--- src/rtl/bagua_pkg.sv ---
// bagua_pkg -- shared definitions for the hexagram builder.
//   * eight trigram encodings (bit0 = bottom line, 1 = yang)
//   * FSM state type
//   * King Wen number table, indexed by the 6-bit {upper, lower} hexagram code
package bagua_pkg;

  localparam logic [2:0] QIAN = 3'b111;
  localparam logic [2:0] KUN  = 3'b000;
  localparam logic [2:0] ZHEN = 3'b001;
  localparam logic [2:0] KAN  = 3'b010;
  localparam logic [2:0] GEN  = 3'b100;
  localparam logic [2:0] XUN  = 3'b110;
  localparam logic [2:0] LI   = 3'b101;
  localparam logic [2:0] DUI  = 3'b011;

  typedef enum logic [1:0] {
    WAIT_LOWER = 2'd0,
    WAIT_UPPER = 2'd1,
    HOLD       = 2'd2
  } bagua_state_e;

  // Entry index = {upper, lower}. Each row is one upper trigram, columns walk
  // the lower trigram in encoding order KUN, ZHEN, KAN, DUI, GEN, LI, XUN, QIAN.
  localparam logic [0:63][6:0] KING_WEN_TBL = {
    7'd2,  7'd24, 7'd7,  7'd19, 7'd15, 7'd36, 7'd46, 7'd11,  // upper KUN
    7'd16, 7'd51, 7'd40, 7'd54, 7'd62, 7'd55, 7'd32, 7'd34,  // upper ZHEN
    7'd8,  7'd3,  7'd29, 7'd60, 7'd39, 7'd63, 7'd48, 7'd5,   // upper KAN
    7'd45, 7'd17, 7'd47, 7'd58, 7'd31, 7'd49, 7'd28, 7'd43,  // upper DUI
    7'd23, 7'd27, 7'd4,  7'd41, 7'd52, 7'd22, 7'd18, 7'd26,  // upper GEN
    7'd35, 7'd21, 7'd64, 7'd38, 7'd56, 7'd30, 7'd50, 7'd14,  // upper LI
    7'd20, 7'd42, 7'd59, 7'd61, 7'd53, 7'd37, 7'd57, 7'd9,   // upper XUN
    7'd12, 7'd25, 7'd6,  7'd10, 7'd33, 7'd13, 7'd44, 7'd1    // upper QIAN
  };

endpackage

--- src/rtl/bagua_kingwen_lut.sv ---
// bagua_kingwen_lut -- combinational King Wen number lookup.
// Ports:
//   code_i     [5:0]  hexagram code {upper, lower}, bit0 = bottom line
//   king_wen_o [6:0]  King Wen number 1..64
module bagua_kingwen_lut
  import bagua_pkg::*;
(
  input  logic [5:0] code_i,
  output logic [6:0] king_wen_o
);

  assign king_wen_o = KING_WEN_TBL[code_i];

endmodule

--- src/rtl/bagua_hexagram_builder.sv ---
// bagua_hexagram_builder -- pairs incoming trigrams (lower first, then upper)
// into hexagrams and offers them on a valid/ready output register.
// Build option: define BAGUA_KINGWEN_EN to register the King Wen number next
// to hex_code; otherwise king_wen is tied to 0 and no table is built.
// Ports:
//   clk, rst          rising-edge clock, synchronous active-high reset
//   en                global enable; low freezes all state (reset still works)
//   tri_in, tri_valid trigram input and its one-cycle strobe
//   hex_code          {upper, lower} of the offered hexagram
//   king_wen          King Wen number of hex_code (0 when option disabled)
//   hex_valid/ready   output handshake
//   hex_count         hexagrams accepted downstream, wraps
//   overflow          sticky: a hexagram completed while the output was stalled
module bagua_hexagram_builder
  import bagua_pkg::*;
#(
  parameter int CNT_W = 8
) (
  input  logic             clk,
  input  logic             rst,
  input  logic             en,
  input  logic [2:0]       tri_in,
  input  logic             tri_valid,
  output logic [5:0]       hex_code,
  output logic [6:0]       king_wen,
  output logic             hex_valid,
  input  logic             hex_ready,
  output logic [CNT_W-1:0] hex_count,
  output logic             overflow
);

  bagua_state_e     state_q, state_d;
  logic [2:0]       lower_q, lower_d;
  logic [2:0]       sh_lower_q, sh_lower_d;
  logic             sh_has_lower_q, sh_has_lower_d;
  logic [5:0]       code_q, code_d;
  logic             valid_q, valid_d;
  logic [CNT_W-1:0] cnt_q, cnt_d;
  logic             ovf_q, ovf_d;
  logic             load_s;
  logic             strobe_s;
  logic             accept_s;

  // en gates the handshake too, so nothing advances while disabled
  assign strobe_s = tri_valid && en;
  assign accept_s = valid_q && hex_ready && en;

  // State register
  always_ff @(posedge clk) begin
    if (rst) begin
      state_q        <= WAIT_LOWER;
      lower_q        <= 3'b000;
      sh_lower_q     <= 3'b000;
      sh_has_lower_q <= 1'b0;
      code_q         <= 6'b000000;
      valid_q        <= 1'b0;
      cnt_q          <= {CNT_W{1'b0}};
      ovf_q          <= 1'b0;
    end else begin
      state_q        <= state_d;
      lower_q        <= lower_d;
      sh_lower_q     <= sh_lower_d;
      sh_has_lower_q <= sh_has_lower_d;
      code_q         <= code_d;
      valid_q        <= valid_d;
      cnt_q          <= cnt_d;
      ovf_q          <= ovf_d;
    end
  end

  // Next-state and datapath update
  always_comb begin
    state_d        = state_q;
    lower_d        = lower_q;
    sh_lower_d     = sh_lower_q;
    sh_has_lower_d = sh_has_lower_q;
    code_d         = code_q;
    valid_d        = valid_q;
    cnt_d          = cnt_q;
    ovf_d          = ovf_q;
    load_s         = 1'b0;
    case (state_q)
      WAIT_LOWER: begin
        if (strobe_s) begin
          lower_d = tri_in;
          state_d = WAIT_UPPER;
        end else begin
          state_d = WAIT_LOWER;
        end
      end
      WAIT_UPPER: begin
        if (strobe_s) begin
          code_d  = {tri_in, lower_q};
          valid_d = 1'b1;
          load_s  = 1'b1;
          state_d = HOLD;
        end else begin
          state_d = WAIT_UPPER;
        end
      end
      HOLD: begin
        if (accept_s) begin
          valid_d        = 1'b0;
          cnt_d          = cnt_q + {{(CNT_W-1){1'b0}}, 1'b1};
          sh_lower_d     = 3'b000;
          sh_has_lower_d = 1'b0;
          // A strobe coinciding with acceptance starts the next pair
          if (strobe_s) begin
            lower_d = tri_in;
            state_d = WAIT_UPPER;
          end else begin
            state_d = WAIT_LOWER;
          end
        end else if (strobe_s) begin
          // Output still stalled: keep pairing in the shadow slot; a
          // completed shadow pair has nowhere to go and is dropped.
          if (!sh_has_lower_q) begin
            sh_lower_d     = tri_in;
            sh_has_lower_d = 1'b1;
          end else begin
            sh_lower_d     = 3'b000;
            sh_has_lower_d = 1'b0;
            ovf_d          = 1'b1;
          end
        end else begin
          state_d = HOLD;
        end
      end
      default: begin
        state_d = WAIT_LOWER;
      end
    endcase
  end

`ifdef BAGUA_KINGWEN_EN
  logic [6:0] kw_lut_s;
  logic [6:0] kw_q, kw_d;

  bagua_kingwen_lut u_kingwen_lut (
    .code_i     ({tri_in, lower_q}),
    .king_wen_o (kw_lut_s)
  );

  // King Wen number follows hex_code only when a new hexagram is loaded
  always_comb begin
    kw_d = kw_q;
    if (load_s) begin
      kw_d = kw_lut_s;
    end else begin
      kw_d = kw_q;
    end
  end

  // King Wen output register
  always_ff @(posedge clk) begin
    if (rst) begin
      kw_q <= 7'd0;
    end else begin
      kw_q <= kw_d;
    end
  end

  assign king_wen = kw_q;
`else
  logic unused_load_s;
  assign unused_load_s = load_s;
  assign king_wen      = 7'd0;
`endif

  assign hex_code  = code_q;
  assign hex_valid = valid_q;
  assign hex_count = cnt_q;
  assign overflow  = ovf_q;

endmodule
--- config.mk ---
export PLATFORM = sky130hd
export DESIGN_NAME = bagua_hexagram_builder
export DESIGN_NICKNAME = d
export VERILOG_FILES = /design/src/rtl/bagua_pkg.sv /design/src/rtl/bagua_kingwen_lut.sv /design/src/rtl/bagua_hexagram_builder.sv
export SDC_FILE = /design/constraint.sdc
export NUM_CORES = 1
export LEC_CHECK = 0
export ABC_CLOCK_PERIOD_IN_PS = 1600
export CAP_MARGIN = 20
export CORE_ASPECT_RATIO = 0.75
export CORE_UTILIZATION = 43
export DETAILED_ROUTE_END_ITERATION = 12
export GPL_TIMING_DRIVEN = 0
export PLACE_DENSITY_LB_ADDON = 0.12
export SKIP_LAST_GASP = 1
export SYNTH_ARGS = -nofsm -noshare
export SYNTH_HDL_FRONTEND = slang
export SYNTH_SLANG_ARGS = --single-unit
--- constraint.sdc ---
create_clock -name clk -period 1.6 [get_ports clk]
set_input_delay 0.16 -clock clk [delete_from_list [all_inputs] [get_ports clk]]
set_output_delay 0.16 -clock clk [all_outputs]
set_load 0.005 [all_outputs]
==> results.toml, run 1 <==
[status]
outcome = "completed"

[final_layout]
design_area_um2 = 1360
layout_common_cells = "dfxtp_1, clkdlybuf4s50_1, a21oi_1"
final_util_pct = 59.5
diodes = 0
layout-drive-gt1-share_pct = 14.0
fin_nets = 160
area_growth_pct = 30.9

[yosys]
postSynthAreaPerCell_um2 = 8.82
yosysSeqAreaShare_pct = 42.3
synth_edf_count = 0
synthesis.area_um2 = 1040
synthCells = 118
synth-async-reset-ratio_pct = 0
synth_seq_cells = 22
synth_ff_type = "dfxtp_1"
ys_types = 32
ys_warn_count = 0

[die]
dieArea_um2 = 2620
num_rows = 15
core_area_um2 = 2290
ioPinCount = 31
die_w_um = 58.8
start_util_pct = 45.5
dieHeight_um = 44.6

[clock_network]
clkSinkCount = 22
insertion_delay_ps = 310
cts_buffer_depth = 2
cts-resized-gates = 0
cts_root_buffer = "clkbuf_4"
numCtsBuffers = 3
clkTransAtPathRegs_ps = 130
post_cts_buffers = 0
cts_tree = "yes"
htree_levels = 1
holdBufCountCts = 0

[power_and_ir_drop]
internal-power_w = 0.000744
p_comb_share_pct = 9.7
irDropWorstVdd_mv = 0.567
seqPwrFrac_pct = 58.3
power_leakage_nw = 0.532
power.switching_w = 0.000223
p_per_area_nw_per_um2 = 709
p_clk_share_pct = 32.0
sw_frac_of_total_pct = 23.1

[global_route]
track_usage_pct = 19.2
antenna_found_initial = 0
grt_max_degree = 13
grt_pass1_wl_mm = 3.73
grt-ovfl-total = 0
grt_pass1_vias = 899

[route]
num_vias = 941
routed_wl_mm = 2.26
first_iter_violations = 21
avgViaCountPerCell = 5.11
wl_per_cell_um = 12.3
firstDrtPassIters = 4
postRouteAntennaNets = 0
drc_errors = 0

[timing]
hold_viol = 0
fin_crit_sh_pct = 91.9
period_needed_ps = 1470
fmax_ghz = 0.680
drv_slew = 0
finClkSkew_ps = 7.39
finalWorstSetupSlack_ps = 130
grt_setup_unrepaired = "false"
finalSetupViolations = 0

[worst_setup_path]
worstSetupStartpointType = "flip-flop"
worst_r2r_path_depth = 3
critical_path_required_ps = 1440
cp-end-kind = "output pin"
slowest_stage = "clkdlybuf4s50_1"
crit_buf_inv = 1
slowest_delay_ps = 550
path_cells = "clkdlybuf4s50_1"
worstPathMaxFanout = 7
r2r-end = "hex_count[7]"
critical_path_class = "flip-flop to output pin"
arrival_ps = 1310
path_delay_family = "buffers and inverters"
timing.rr.start = "state_q[0]"
r2r_setup_slack_ps = 140

[worst_hold_path]
min_to = "state_q[0]"
hold_start = "hex_ready"
hold_path_class = "primary input to flip-flop"
hold_depth = 3

[job]
maxCapViolations = 0

[placement]
numPortBuffers = 22
dp_slack_ps = -208
dp_hpwl_mm = 1.64
place.gp.congestion = 0.789
dpl-instance-area_um2 = 1330
==> metal layers <==
layer	track usage (%)	vias up	wire length, um
li1	-	475	-
met1	22.7	436	1130
met2	33.2	28	1010
met3	5.56	2	98
met4	7.14	0	21
met5	0	-	0
==> how the worst max path moves through the flow <==
stage / start / endpoint / slack (ps) / depth (start not counted)
CTS: hex_count[2] / hex_count[2] / 130 / 1
floorplan: hex_valid / hex_count[4] / 270 / 5
global placement: en / hex_count[7] / -180 / 4
detailed placement: en / hex_count[7] / -210 / 4
finish: hex_count[2] / hex_count[2] / 130 / 1
global route: state_q[0] / hex_count[7] / 10 / 3
==> power by group through the flow <==
| stage | clock network, W | registers, W | logic, W |
|---|---|---|---|
| 2_1_floorplan | 0 | 0.000574 | 0.0000570 |
| 3_3_place_gp | 0 | 0.000575 | 0.0000908 |
| 3_5_place_dp | 0 | 0.000575 | 0.0000931 |
| 4_1_cts | 0.000321 | 0.000563 | 0.0000936 |
| 5_1_grt | 0.000338 | 0.000565 | 0.000104 |
| 6_report | 0.000309 | 0.000563 | 0.0000940 |
==> cell families after synthesis <==
logic type / synth area share [%]
AND/OR/NAND/NOR: 21.8
AO/OA/AOI/OAI: 16.5
flip-flops: 42.3
buffers and inverters: 9.98
multiplexers: 7.93
adder cells (fa/ha/maj): 1.20
other: 0.360
==> cell usage after synthesis, types with 3 or more instances <==
| cell | n | area, um^2 |
|---|---|---|
| buf_4 | 9 | 67.6 |
| a21oi_1 | 14 | 70.1 |
| nand3_1 | 10 | 50.1 |
| o31ai_1 | 3 | 22.5 |
| mux2i_1 | 6 | 60.1 |
| o21ai_0 | 8 | 40.0 |
| dfxtp_1 | 22 | 440 |
| nor2_1 | 10 | 37.5 |
| or3_1 | 3 | 18.8 |
| or4_1 | 3 | 22.5 |
==> through the flow <==
| stage | hold WS, ps | TNS (ps) | total power (W) | cells |
|---|---|---|---|---|
| 6_report | 173 | 0 | 0.000966 | 184 |
| 2_1_floorplan | 304 | 0 | 0.000631 | 124 |
| 5_1_grt | 180 | 0 | 0.00101 | 184 |
| 4_1_cts | 167 | 0 | 0.000977 | 184 |
| 3_3_place_gp | 464 | -495 | 0.000665 | 180 |
| 3_5_place_dp | 461 | -812 | 0.000668 | 180 |
==> area by class of cell <==
type | instances | area (um^2)
buffer | 14 | 96.3
clock buffer | 4 | 36.3
fill | 232 | 927
inverter | 2 | 7.51
multi-input combinational | 86 | 519
sequential | 22 | 440
tap | 34 | 42.5
timing repair buffer | 22 | 220
==> sequential cells by signal, indices dropped and copies added (netlist names) <==
signal / flops
hex_count: 8
hex_code: 6
lower_q: 3
state_q: 2
hex_valid: 1
overflow: 1
sh_has_lower_q: 1
Power figures use the tool's default switching activity.
==> inputs of run 2 (changes only) <==
Settings changed: SETUP_SLACK_MARGIN set to 0.02.
==> results.toml, run 2 (synthesis results as in run 1) <==
[timing]
finalSetupViolations = 0
grt_setup_unrepaired = "false"
hold_viol = 0
fin_crit_sh_pct = 91.5
drv_slew = 0
finalWorstSetupSlack_ps = 136
period_needed_ps = 1460
fmax_ghz = 0.683
tns_ps = 0
finClkSkew_ps = 9.52

[clock_network]
numCtsBuffers = 3
cts_buffer_depth = 2
post_cts_buffers = 0
cts_tree = "yes"
holdBufCountCts = 0
clkSinkCount = 22
clkTransAtPathRegs_ps = 130
htree_levels = 1
cts_root_buffer = "clkbuf_4"
insertion_delay_ps = 310

[power_and_ir_drop]
irDropWorstVdd_mv = 0.566
power_leakage_nw = 0.532
power_w = 0.000964
p_per_area_nw_per_um2 = 705

[die]
die_w_um = 58.8
dieArea_um2 = 2620
start_util_pct = 45.5
num_rows = 15
dieHeight_um = 44.6
ioPinCount = 31
core_area_um2 = 2290

[worst_setup_path]
critical_path_required_ps = 1440
critical_path_class = "flip-flop to output pin"
cp-end-kind = "output pin"
crit_buf_inv = 1
path_cells = "clkdlybuf4s50_1"
worstPathMaxFanout = 7
slowest_delay_ps = 550
path_delay_family = "buffers and inverters"
worstSetupStartpointType = "flip-flop"
slowest_stage = "clkdlybuf4s50_1"
arrival_ps = 1300

[final_layout]
diodes = 0
fillers = 233
design_area_um2 = 1370
multi_input_area_um2 = 526
layout_common_cells = "dfxtp_1, clkdlybuf4s50_1, a21oi_1"
final_util_pct = 59.8
fin_nets = 160
seq_area_um2 = 440
layout-drive-gt1-share_pct = 14.7
area_growth_pct = 31.5
largest_register_ff_count = 8

[route]
postRouteAntennaNets = 0
num_vias = 939
avgViaCountPerCell = 5.10
first_iter_violations = 23
routed_wl_mm = 2.26
firstDrtPassIters = 4
drc_errors = 0
wl_per_cell_um = 12.3

[global_route]
grt-ovfl-total = 0
grt_max_degree = 13
grt_pass1_vias = 899
track_usage_pct = 19.2
antenna_found_initial = 0
grt_pass1_wl_mm = 3.73

[placement]
place.gp.congestion = 0.789
numPortBuffers = 22
dpl-instance-area_um2 = 1330
dp_hpwl_mm = 1.64
dp_slack_ps = -208

[status]
outcome = "completed"

[worst_hold_path]
hold_path_class = "primary input to flip-flop"

[job]
maxCapViolations = 0
==> run 2: cell types whose count changed in the layout (fill, tap and decap cells not counted) <==
cell,delta
nor4_2,+1
nor4_1,-1
==> run 2: layout make-up <==
cell class                      instances  area share (%)
Buffer                                 14            7.04
Multi-Input combinational cell         86            38.4
Inverter                                2           0.548
Sequential cell                        22            32.2
Timing Repair Buffer                   22            16.1
Tap cell                               34            3.11
Clock buffer                            4            2.65
==> run 2: final timing paths <==
path	startpoint	to	slack (ps)	depth (start not counted)
setup / recovery	hex_count[2]	hex_count[2]	140	1
hold / removal	hex_ready	state_q[0]	170	3
setup reg to reg	hex_valid	hex_count[4]	180	5
hold reg to reg	lower_q[1]	lower_q[1]	490	2
==> run 2: timing repair <==
| action | in CTS | in global routing |
|---|---|---|
| endpoints found under the hold margin | 0 | 0 |
| resized for setup | 0 | 1 |
| endpoints found under the setup margin | 0 | 1 |
==> run 2: power breakdown <==
| group | internal, W | switching (W) | total (W) |
|---|---|---|---|
| clock | 0.000139 | 0.000168 | 0.000307 |
| combinational | 0.0000481 | 0.0000460 | 0.0000941 |
| sequential | 0.000556 | 0.00000640 | 0.000563 |
==> run 2: worst reg2reg max path, delay by kind of cell, from the launching register on <==
kind | cells | cell delay (ps)
compound gates | 1 | 140
buf+inv | 2 | 300
flops | 1 | 360
simple gates | 2 | 570
==> run 2: per-stage QoR <==
| stage | std cells | hold WS (ps) |
|---|---|---|
| floorplan | 124 | 304 |
| global placement | 180 | 464 |
| detailed placement | 180 | 461 |
| CTS | 184 | 167 |
| global route | 184 | 180 |
| finish | 184 | 173 |
==> run 2: routing by layer <==
| metal | vias to the layer above | track usage (%) | routed length, um |
|---|---|---|---|
| li1 | 475 | - | - |
| met1 | 434 | 22.7 | 1120 |
| met3 | 2 | 5.56 | 101 |
| met5 | - | 0 | 0 |
| met4 | 0 | 7.14 | 21 |
| met2 | 28 | 33.2 | 1020 |
